**src/rtl/sat_hw_pkg.sv**
```systemverilog
// sat_hw_pkg: shared defaults, read-during-write encodings and clause store FSM states
package sat_hw_pkg;
  localparam int DATA_W_DEF = 4;
  localparam int ADDR_W_DEF = 5;
  localparam int DEPTH_DEF = 32;
  localparam int RD_FIRST = 0;
  localparam int WR_FIRST = 1;
  typedef enum logic {ST_IDLE, ST_CLEAR} state_t;
endpackage

```
**src/rtl/clause_store_if.sv**
```systemverilog
// clause_store_if: loader/propagation access bus of the clause store
// master drives en/we/addr/di/di_vld/clr_req; slave returns busy/dout/dout_vld/rd_ack/count/full
interface clause_store_if import sat_hw_pkg::*; #(
  parameter int DATA_W = DATA_W_DEF,
  parameter int ADDR_W = ADDR_W_DEF
);
  logic en;
  logic we;
  logic [ADDR_W-1:0] addr;
  logic [DATA_W-1:0] di;
  logic di_vld;
  logic clr_req;
  logic busy;
  logic [DATA_W-1:0] dout;
  logic dout_vld;
  logic rd_ack;
  logic [ADDR_W:0] count;
  logic full;
  modport master (output en, we, addr, di, di_vld, clr_req, input busy, dout, dout_vld, rd_ack, count, full);
  modport slave (input en, we, addr, di, di_vld, clr_req, output busy, dout, dout_vld, rd_ack, count, full);
endinterface

```
**src/rtl/clause_store_ram.sv**
```systemverilog
// clause_store_ram: single-port synchronous data array, no reset
// clk; en enables access; we writes di at addr; dout registered read (old or new data by RD_MODE)
module clause_store_ram import sat_hw_pkg::*; #(
  parameter int DATA_W = DATA_W_DEF,
  parameter int ADDR_W = ADDR_W_DEF,
  parameter int DEPTH = DEPTH_DEF,
  parameter int RD_MODE = RD_FIRST
) (
  input  logic clk,
  input  logic en,
  input  logic we,
  input  logic [ADDR_W-1:0] addr,
  input  logic [DATA_W-1:0] di,
  output logic [DATA_W-1:0] dout
);
  logic [DATA_W-1:0] mem [DEPTH];
  always_ff @(posedge clk) begin
    if (en) begin
      if (we) mem[addr] <= di;
      dout <= (we && RD_MODE == WR_FIRST) ? di : mem[addr];
    end
  end
endmodule

```
**src/rtl/clause_store.sv**
```systemverilog
// clause_store: clause memory with valid bits, occupancy count and hardware clear sweep
// clk, rst (async, active high); bus: access (en/we/addr/di/di_vld), clr_req, busy,
// registered read (dout/dout_vld/rd_ack), occupancy (count/full)
module clause_store import sat_hw_pkg::*; #(
  parameter int DATA_W = DATA_W_DEF,
  parameter int ADDR_W = ADDR_W_DEF,
  parameter int DEPTH = DEPTH_DEF,
  parameter int RD_MODE = RD_FIRST
) (
  input logic clk,
  input logic rst,
  clause_store_if.slave bus
);
  state_t state, state_nx;
  logic [ADDR_W-1:0] clr_ptr;
  logic [DEPTH-1:0] vld;
  logic [ADDR_W:0] count;
  logic clearing, acc, in_rng, old_vld, wr, ack_q, oor_q, dvld_q;
  logic [DATA_W-1:0] ram_q, held_q;
  assign clearing = state == ST_CLEAR;
  assign acc = !clearing && bus.en;
  assign in_rng = {1'b0, bus.addr} < (ADDR_W+1)'(DEPTH);
  assign old_vld = in_rng && vld[bus.addr];
  assign wr = acc && bus.we && in_rng;
  always_ff @(posedge clk or posedge rst) begin
    if (rst) state <= ST_CLEAR;
    else state <= state_nx;
  end
  always_comb begin
    state_nx = state;
    state_nx = clearing ? (clr_ptr == ADDR_W'(DEPTH-1) ? ST_IDLE : ST_CLEAR)
                        : (bus.clr_req ? ST_CLEAR : ST_IDLE);
  end
  always_ff @(posedge clk or posedge rst) begin
    if (rst) begin
      clr_ptr <= '0;
      vld <= '0;
      count <= '0;
      ack_q <= 1'b0;
      oor_q <= 1'b0;
      dvld_q <= 1'b0;
      held_q <= '0;
    end else begin
      clr_ptr <= clearing ? clr_ptr + ADDR_W'(1) : '0;
      ack_q <= acc;
      held_q <= bus.dout;
      if (clearing) vld[clr_ptr] <= 1'b0;
      if (acc) begin
        oor_q <= !in_rng;
        dvld_q <= in_rng && ((bus.we && RD_MODE == WR_FIRST) ? bus.di_vld : old_vld);
      end
      if (wr) vld[bus.addr] <= bus.di_vld;
      count <= (!clearing && bus.clr_req) ? '0 :
               (wr && bus.di_vld && !old_vld) ? count + (ADDR_W+1)'(1) :
               (wr && !bus.di_vld && old_vld) ? count - (ADDR_W+1)'(1) : count;
    end
  end
  clause_store_ram #(.DATA_W(DATA_W), .ADDR_W(ADDR_W), .DEPTH(DEPTH), .RD_MODE(RD_MODE)) u_ram (
    .clk(clk),
    .en(acc || clearing),
    .we(clearing || wr),
    .addr(clearing ? clr_ptr : bus.addr),
    .di(clearing ? '0 : bus.di),
    .dout(ram_q)
  );
  // RAM output moves during the sweep, so dout shows it only in the rd_ack cycle and holds otherwise
  assign bus.dout = ack_q ? (oor_q ? '0 : ram_q) : held_q;
  assign bus.dout_vld = dvld_q;
  assign bus.rd_ack = ack_q;
  assign bus.busy = clearing;
  assign bus.count = count;
  assign bus.full = count == (ADDR_W+1)'(DEPTH);
endmodule

```
**src/flat_wrapper.sv**
```systemverilog
// flat-port wrapper written by rule: the top's interface ports become plain ports
module clause_store_flat import sat_hw_pkg::*;
#(
  parameter int DATA_W = DATA_W_DEF,
  parameter int ADDR_W = ADDR_W_DEF,
  parameter int DEPTH = DEPTH_DEF,
  parameter int RD_MODE = RD_FIRST
)
  (clk, rst, bus_en, bus_we, bus_addr, bus_di, bus_di_vld, bus_clr_req, bus_busy, bus_dout, bus_dout_vld, bus_rd_ack, bus_count, bus_full);
  clause_store_if #(.DATA_W(DATA_W), .ADDR_W(ADDR_W)) bus_i ();
  input logic clk;
  input logic rst;
  input wire logic [$bits(bus_i.en)-1:0] bus_en;
  input wire logic [$bits(bus_i.we)-1:0] bus_we;
  input wire logic [$bits(bus_i.addr)-1:0] bus_addr;
  input wire logic [$bits(bus_i.di)-1:0] bus_di;
  input wire logic [$bits(bus_i.di_vld)-1:0] bus_di_vld;
  input wire logic [$bits(bus_i.clr_req)-1:0] bus_clr_req;
  output wire logic [$bits(bus_i.busy)-1:0] bus_busy;
  output wire logic [$bits(bus_i.dout)-1:0] bus_dout;
  output wire logic [$bits(bus_i.dout_vld)-1:0] bus_dout_vld;
  output wire logic [$bits(bus_i.rd_ack)-1:0] bus_rd_ack;
  output wire logic [$bits(bus_i.count)-1:0] bus_count;
  output wire logic [$bits(bus_i.full)-1:0] bus_full;
  assign bus_i.en = bus_en;
  assign bus_i.we = bus_we;
  assign bus_i.addr = bus_addr;
  assign bus_i.di = bus_di;
  assign bus_i.di_vld = bus_di_vld;
  assign bus_i.clr_req = bus_clr_req;
  assign bus_busy = bus_i.busy;
  assign bus_dout = bus_i.dout;
  assign bus_dout_vld = bus_i.dout_vld;
  assign bus_rd_ack = bus_i.rd_ack;
  assign bus_count = bus_i.count;
  assign bus_full = bus_i.full;
  clause_store #(.DATA_W(DATA_W), .ADDR_W(ADDR_W), .DEPTH(DEPTH), .RD_MODE(RD_MODE)) u_core (.clk(clk), .rst(rst), .bus(bus_i));
endmodule
```
**config.mk**
```make
export PLATFORM = sky130hd
export DESIGN_NAME = clause_store_flat
export DESIGN_NICKNAME = d
export VERILOG_FILES = /design/src/rtl/sat_hw_pkg.sv /design/src/rtl/clause_store_if.sv /design/src/rtl/clause_store_ram.sv /design/src/rtl/clause_store.sv /design/src/flat_wrapper.sv
export SDC_FILE = /design/constraint.sdc
export NUM_CORES = 1
export LEC_CHECK = 0
export CORE_UTILIZATION = 45
export CTS_CLUSTER_DIAMETER = 80
export DETAILED_ROUTE_END_ITERATION = 12
export SLEW_MARGIN = 15
export SYNTH_ARGS = -nofsm -noshare
export SYNTH_HDL_FRONTEND = slang
export SYNTH_SLANG_ARGS = --single-unit
```
**constraint.sdc**
```tcl
create_clock -name clk -period 2.9 [get_ports clk]
set_input_delay 0.29 -clock clk [delete_from_list [all_inputs] [get_ports clk]]
set_output_delay 0.29 -clock clk [all_outputs]
set_load 0.03 [all_outputs]
```
Yosys cells after proc, flatten, opt, wreduce, memory -nomap -nowiden --
Memories as Yosys holds them, arrays and structs flattened. A register that Yosys moved wholly into a read port is not among the register bits. Cells that the tools add are included.
Storage, ports and cells: register bits 50, RAM bits 128, input port bits 15, output and inout bits 14, logic and storage cells 56, memories 1
Cells by class: $add $sub $neg 3, order comparisons 4, eq/ne operators 2, muxes and demuxes 22, bitwise logic cells 2, reduce and logical (&&, ||, !) cells 15
Memories:
- u_core.u_ram.mem | words 32, width 4, rd ports 1, clocked after Yosys merged registers in 1, write ports 1, line clause_store_ram.sv:16 | logic [DATA_W-1:0] mem [DEPTH];
Operators by type and width (number):
- $mux W32 | 2
- $and A32 B32 Y32 | 1
- $bwmux W32 | 1
- $not A32 Y32 | 1
- $mux W6 | 3
- $lt A5 B6 Y1 const B | 2
- $demux W1 S5 | 2
- $ge A5 B1 Y1 const B | 2
- $mux W5 | 2
- $logic_and A1 B1 Y1 | 9
- $mux W1 | 9
- $mux W4 | 2
- $add A6 B1 Y6 const B | 1
- $eq A6 B6 Y1 const B | 1
- $sub A6 B1 Y6 const B | 1
- $add A5 B1 Y5 const B | 1
- $bmux W1 S5 | 1
- $eq A5 B5 Y1 const B | 1
- $logic_not A1 Y1 | 3
- $reduce_bool A3 Y1 | 1
- $logic_or A1 B1 Y1 | 2

Logic depth before layout (Yosys ltp) --
depth after elaboration 9, gate-level depth with buffers 14, gate-level depth less buffers 12

Hierarchy --
From an unflattened synthesis, not the netlist that was laid out.
Second synthesis, totals: cells, all modules 631, area, all modules 8444.3 um^2
Modules (own cells, without submodules):
- clause_store_ram | times used 1, cells each 320, area each 5372.7 um^2, seq. area each 3963.8 um^2
- clause_store | times used 1, cells each 311, area each 3071.7 um^2, seq. area each 1252.5 um^2

Worst setup path before layout --
Ideal clock, no wire load.
path kind input -> register, start point input port bus_addr[0], end point register u_core.count[5] (netlist: u_core.bus.count[5]), library setup time 0.079 ns, arrival time 3.012 ns, setup slack -0.192 ns, cell stages on the path 13, buffers on the path 2, path through buf_6 > buf_12 > mux2i_1 > o22ai_1 > a222oi_1 > nand4_2 > ha_1 > a21o_1 > a21oi_1 > o21ai_0 > a311oi_1 > a31o_1 > mux2i_1
On the way: word-level cells in the longest chain between the ends 6, elaborated cells between the ends (all ways) 8
RTL lines:
- from (decl) | line flat_wrapper.sv:15 | input wire logic [$bits(bus_i.addr)-1:0] bus_addr;
- $bmux W1 S5 * | line clause_store.sv:23 | assign old_vld = in_rng && vld[bus.addr];
- $mux W1 (implied by the code) * | line clause_store.sv:23
- $logic_not A1 Y1 | line clause_store.sv:54 | (wr && bus.di_vld && !old_vld) ? count + (ADDR_W+1)'(1) :
- $logic_and A1 B1 Y1 | line clause_store.sv:54
- $mux W6 | line clause_store.sv:54
- $mux W6 | line clause_store.sv:53 | count <= (!clearing && bus.clr_req) ? '0 :
- to (signal assigned) | line clause_store.sv:53
- to (decl) | line clause_store.sv:17 | logic [ADDR_W:0] count;
Mark *: on every way between the ends. The rest lies on a longest branch, timed or not. The select of a mux whose other input is x is not followed. A chain may end at the register's enable or synchronous reset.

Final worst setup path --
start point input port bus_addr[3], end point register u_core.count[4] (netlist: u_core.bus.count[4])
Same word-level chain as after synthesis.

==> flow_summary.yaml <==
clock_network:
  clk_latency_ps: 430
  clk_pin_slew_worst_paths_ps: 70
  cts_buffer_depth: 2
  htree_levels: 4
  cts.sinks: 182
  cts-root-buf: "clkbuf_16"
  numCtsBuffers: 17
  cts_tree: "done"
worst_setup_path:
  crit_fanout: 5
  critPathKind: "input pin to flip-flop"
  critPathArrivalTime_ps: 3110
  start_kind: "input pin"
  cp.required_ps: 3260
  endpoint_kind: "flip-flop"
power_and_ir_drop:
  switching_share: 0.332
  power_frac_comb: 0.318
  p_leak_nw: 3.87
  clock_power_share: 0.277
  vdd_drop_max_mv: 0.477
  p_per_area_nw_per_um2: 810
  finalPower_mw: 8.16
  p_sw_mw: 2.71
  p_seq_frac: 0.405
  p_int_mw: 5.45
floorplanning:
  die_area_um2: 18900
  io_pins: 29
  core_area_um2: 18000
  initial_core_util: 0.460
  num_rows: 49
  die-width_um: 137
  die_h_um: 137
cells_and_area:
  stdcell_count: 947
  drive_above_1_share: 0.252
  fillers: 1465
  final_nets: 731
  antennaDiodeCount: 0
  syn_to_final_growth_pct: 22.0
synthesis:
  yosysTopAreaCell: "edfxtp_1"
  ys_async_sr_fraction: 0.275
  synth_flop_cell: "edfxtp_1"
  synth_nets: 628
  synth_top_area_share: 0.480
  yosysSeqAreaShare: 0.632
  yosys-top-cells-count: "edfxtp_1, nand2_1, nor2_1"
  synth_warnings: 0
  ys_ff_latch: 182
  synth_area_leaders: "edfxtp_1, dfrtp_1, mux4_2"
  yosysMostFrequentCell: "edfxtp_1"
  netlist_instances: 603
  syn_avg_cell_area_um2: 13.7
  synth_area_um2: 8260
  synth_cell_types: 55
  synth-edff-count: 132
placed_design:
  placed_cells: 911
  hpwl_um: 14300
  gp_congestion: 0.946
  io_buffers: 28
  pre_cts_ws_ps: -593
drt:
  drt_pass1_iterations: 6
  drtIter0Drc: 482
  postRouteAntennaNets: 0
  drt-total-wl_um: 20500
  wl_per_cell_um: 21.6
  num_vias: 5685
  via_per_inst: 6.00
  drc: 0
hold_path:
  hold_path_class: "input pin to asynchronous set/reset pin"
timing:
  final_hold_viol_count: 0
  fin_ws_ps: 153
  whs_ps: 177
  slew_headroom: 0.520
  tightestPinTransition_ps: 718
  rsz0062_at_grt: "true"
  final_max_slew_viol_count: 0
  clock-skew-final_ps: 9.27
  fmax_mhz: 364
  finalCritPeriodShare: 0.947
  totalNegativeSetupSlack_ps: 0
  fin_crit_ps: 2750
  setup_viol: 0
grt:
  use_met1: 0.305
  overflow: 0
  grt_pass1_vias: 5809
  met2_usage: 0.385
  grt_max_degree: 34
  grt_util_all_layers: 0.234
  gr-usage-met3: 0.0537
  antenna_found_initial: 0
  grt-busiest-layer: "met2"
  grt_pass1_wl_um: 32500
job:
  cap_violations: 0
run_status:
  status: "completed"
[timing repair]
item	4_1_cts	5_1_grt
endpoints found under the setup margin	1	3
buffers inserted	4	1
hold buffers	0	0
pin swaps	3	9
resized for setup	6	10
[layout make-up]
| type | count | area, um2 | area share |
|---|---|---|---|
| tap | 229 | 287 | 0.0284 |
| clock inverter | 14 | 150 | 0.0149 |
| timing repair buffer | 114 | 1010 | 0.100 |
| sequential | 182 | 5220 | 0.518 |
| multi-input combinational | 381 | 2950 | 0.292 |
| clock buffer | 17 | 425 | 0.0422 |
| inverter | 10 | 40.0 | 0.00397 |
[flip-flops by register name, indices dropped and copies added, names as in the netlist]
name,cells
u_core.u_ram.mem,128
u_core.vld,32
u_core.bus.count,6
u_core.clr_ptr,5
u_core.held_q,4
u_core.u_ram.dout,4
u_core.bus.busy,1
u_core.bus.dout_vld,1
u_core.bus.rd_ack,1
[power by group through the flow]
stage / Sequential (mW) / Combinational [mW] / Clock, mW
floorplan: 3.31 / 1.52 / 0
global placement: 3.34 / 2.51 / 0
detailed placement: 3.36 / 2.56 / 0
CTS: 3.31 / 2.58 / 2.29
global route: 3.34 / 2.80 / 2.38
finish: 3.30 / 2.59 / 2.26
[logic make-up (layout without fill, tap and decap cells)]
| family | after synthesis | count (layout) | synth area share |
|---|---|---|---|
| simple gates | 213 | 213 | 0.120 |
| buf+inv | 40 | 155 | 0.0229 |
| flops | 182 | 182 | 0.632 |
| compound gates | 98 | 98 | 0.0876 |
| xor+xnor | 5 | 5 | 0.00530 |
| fa+ha+maj | 10 | 10 | 0.0161 |
| mux | 55 | 55 | 0.116 |
[placed cells by master (no fill, tap or decap), types with 3 or more instances in the layout]
cell and instances:
or2_2 4, and2_1 4, ha_1 7, mux2_2 4, mux4_2 32, inv_6 5
or3_1 5, inv_1 6, nor2b_1 7, nand2b_1 8, a21oi_1 10, a31o_2 5
nand3_1 32, and3_1 6, buf_12 5, nor2_1 56, o21ai_1 4, dlymetal6s2s_1 3
nand3b_1 3, a22oi_1 16, dfrtp_1 49, nand4_1 8, mux2i_1 17, o21ai_0 11
o221ai_1 30, clkbuf_16 17, o22ai_1 4, nor3_1 5, nand2_1 67, buf_4 78
a21boi_0 3, clkdlybuf4s50_1 24, edfxtp_1 132, xnor2_1 4, inv_8 5
[worst max-delay path: stages]
cell and delay [ps]:
clkdlybuf4s50_1 570, nand2b_1 170, o22ai_1 80, a222oi_1 410, buf_4 200, nand4_4 160, buf_6 190, buf_6 120
inv_4 50, fa_2 200, nor2b_1 40, o21a_1 160, nor2_1 130, xnor2_1 120, o21ai_1 80, a21oi_1 130
[metal layers]
layer / up-vias / routed length [um] / part of all wire
met4: 0 / 455 / 0.022
met3: 42 / 1010 / 0.049
met1: 2909 / 8840 / 0.43
met2: 194 / 10200 / 0.50
li1: 2540 / - / -
met5: - / 0 / 0
[path summary, 6_finish.rpt]
path / startpoint / end / slack (ps) / cells past startpoint
worst max-delay path: bus_addr[3] / u_core.bus.count[4]$_DFFE_PP0P_ / 150 / 16
worst min-delay path: rst / u_core.bus.count[3]$_DFFE_PP0P_ / 180 / 2
worst max register to register: u_core.vld[2]$_DFF_PP0_ / u_core.bus.count[4]$_DFFE_PP0P_ / 180 / 15
worst min register to register: u_core.held_q[3]$_DFF_PP0_ / u_core.held_q[3]$_DFF_PP0_ / 500 / 1
max in group asynchronous: rst / u_core.vld[21]$_DFF_PP0_ / 1940 / 3
min in group clk: bus_addr[4] / u_core.vld[1]$_DFF_PP0_ / 490 / 5
[metrics by stage]
| step | instance area [um2] | utilization |
|---|---|---|
| after floorplan | 8270 | - |
| after global placement | 9380 | 0.522 |
| after detailed placement | 9380 | 0.522 |
| after CTS | 10000 | 0.558 |
| after global routing | 10100 | 0.561 |
| final | 10100 | 0.561 |
(Power assumes the default switching activity.)
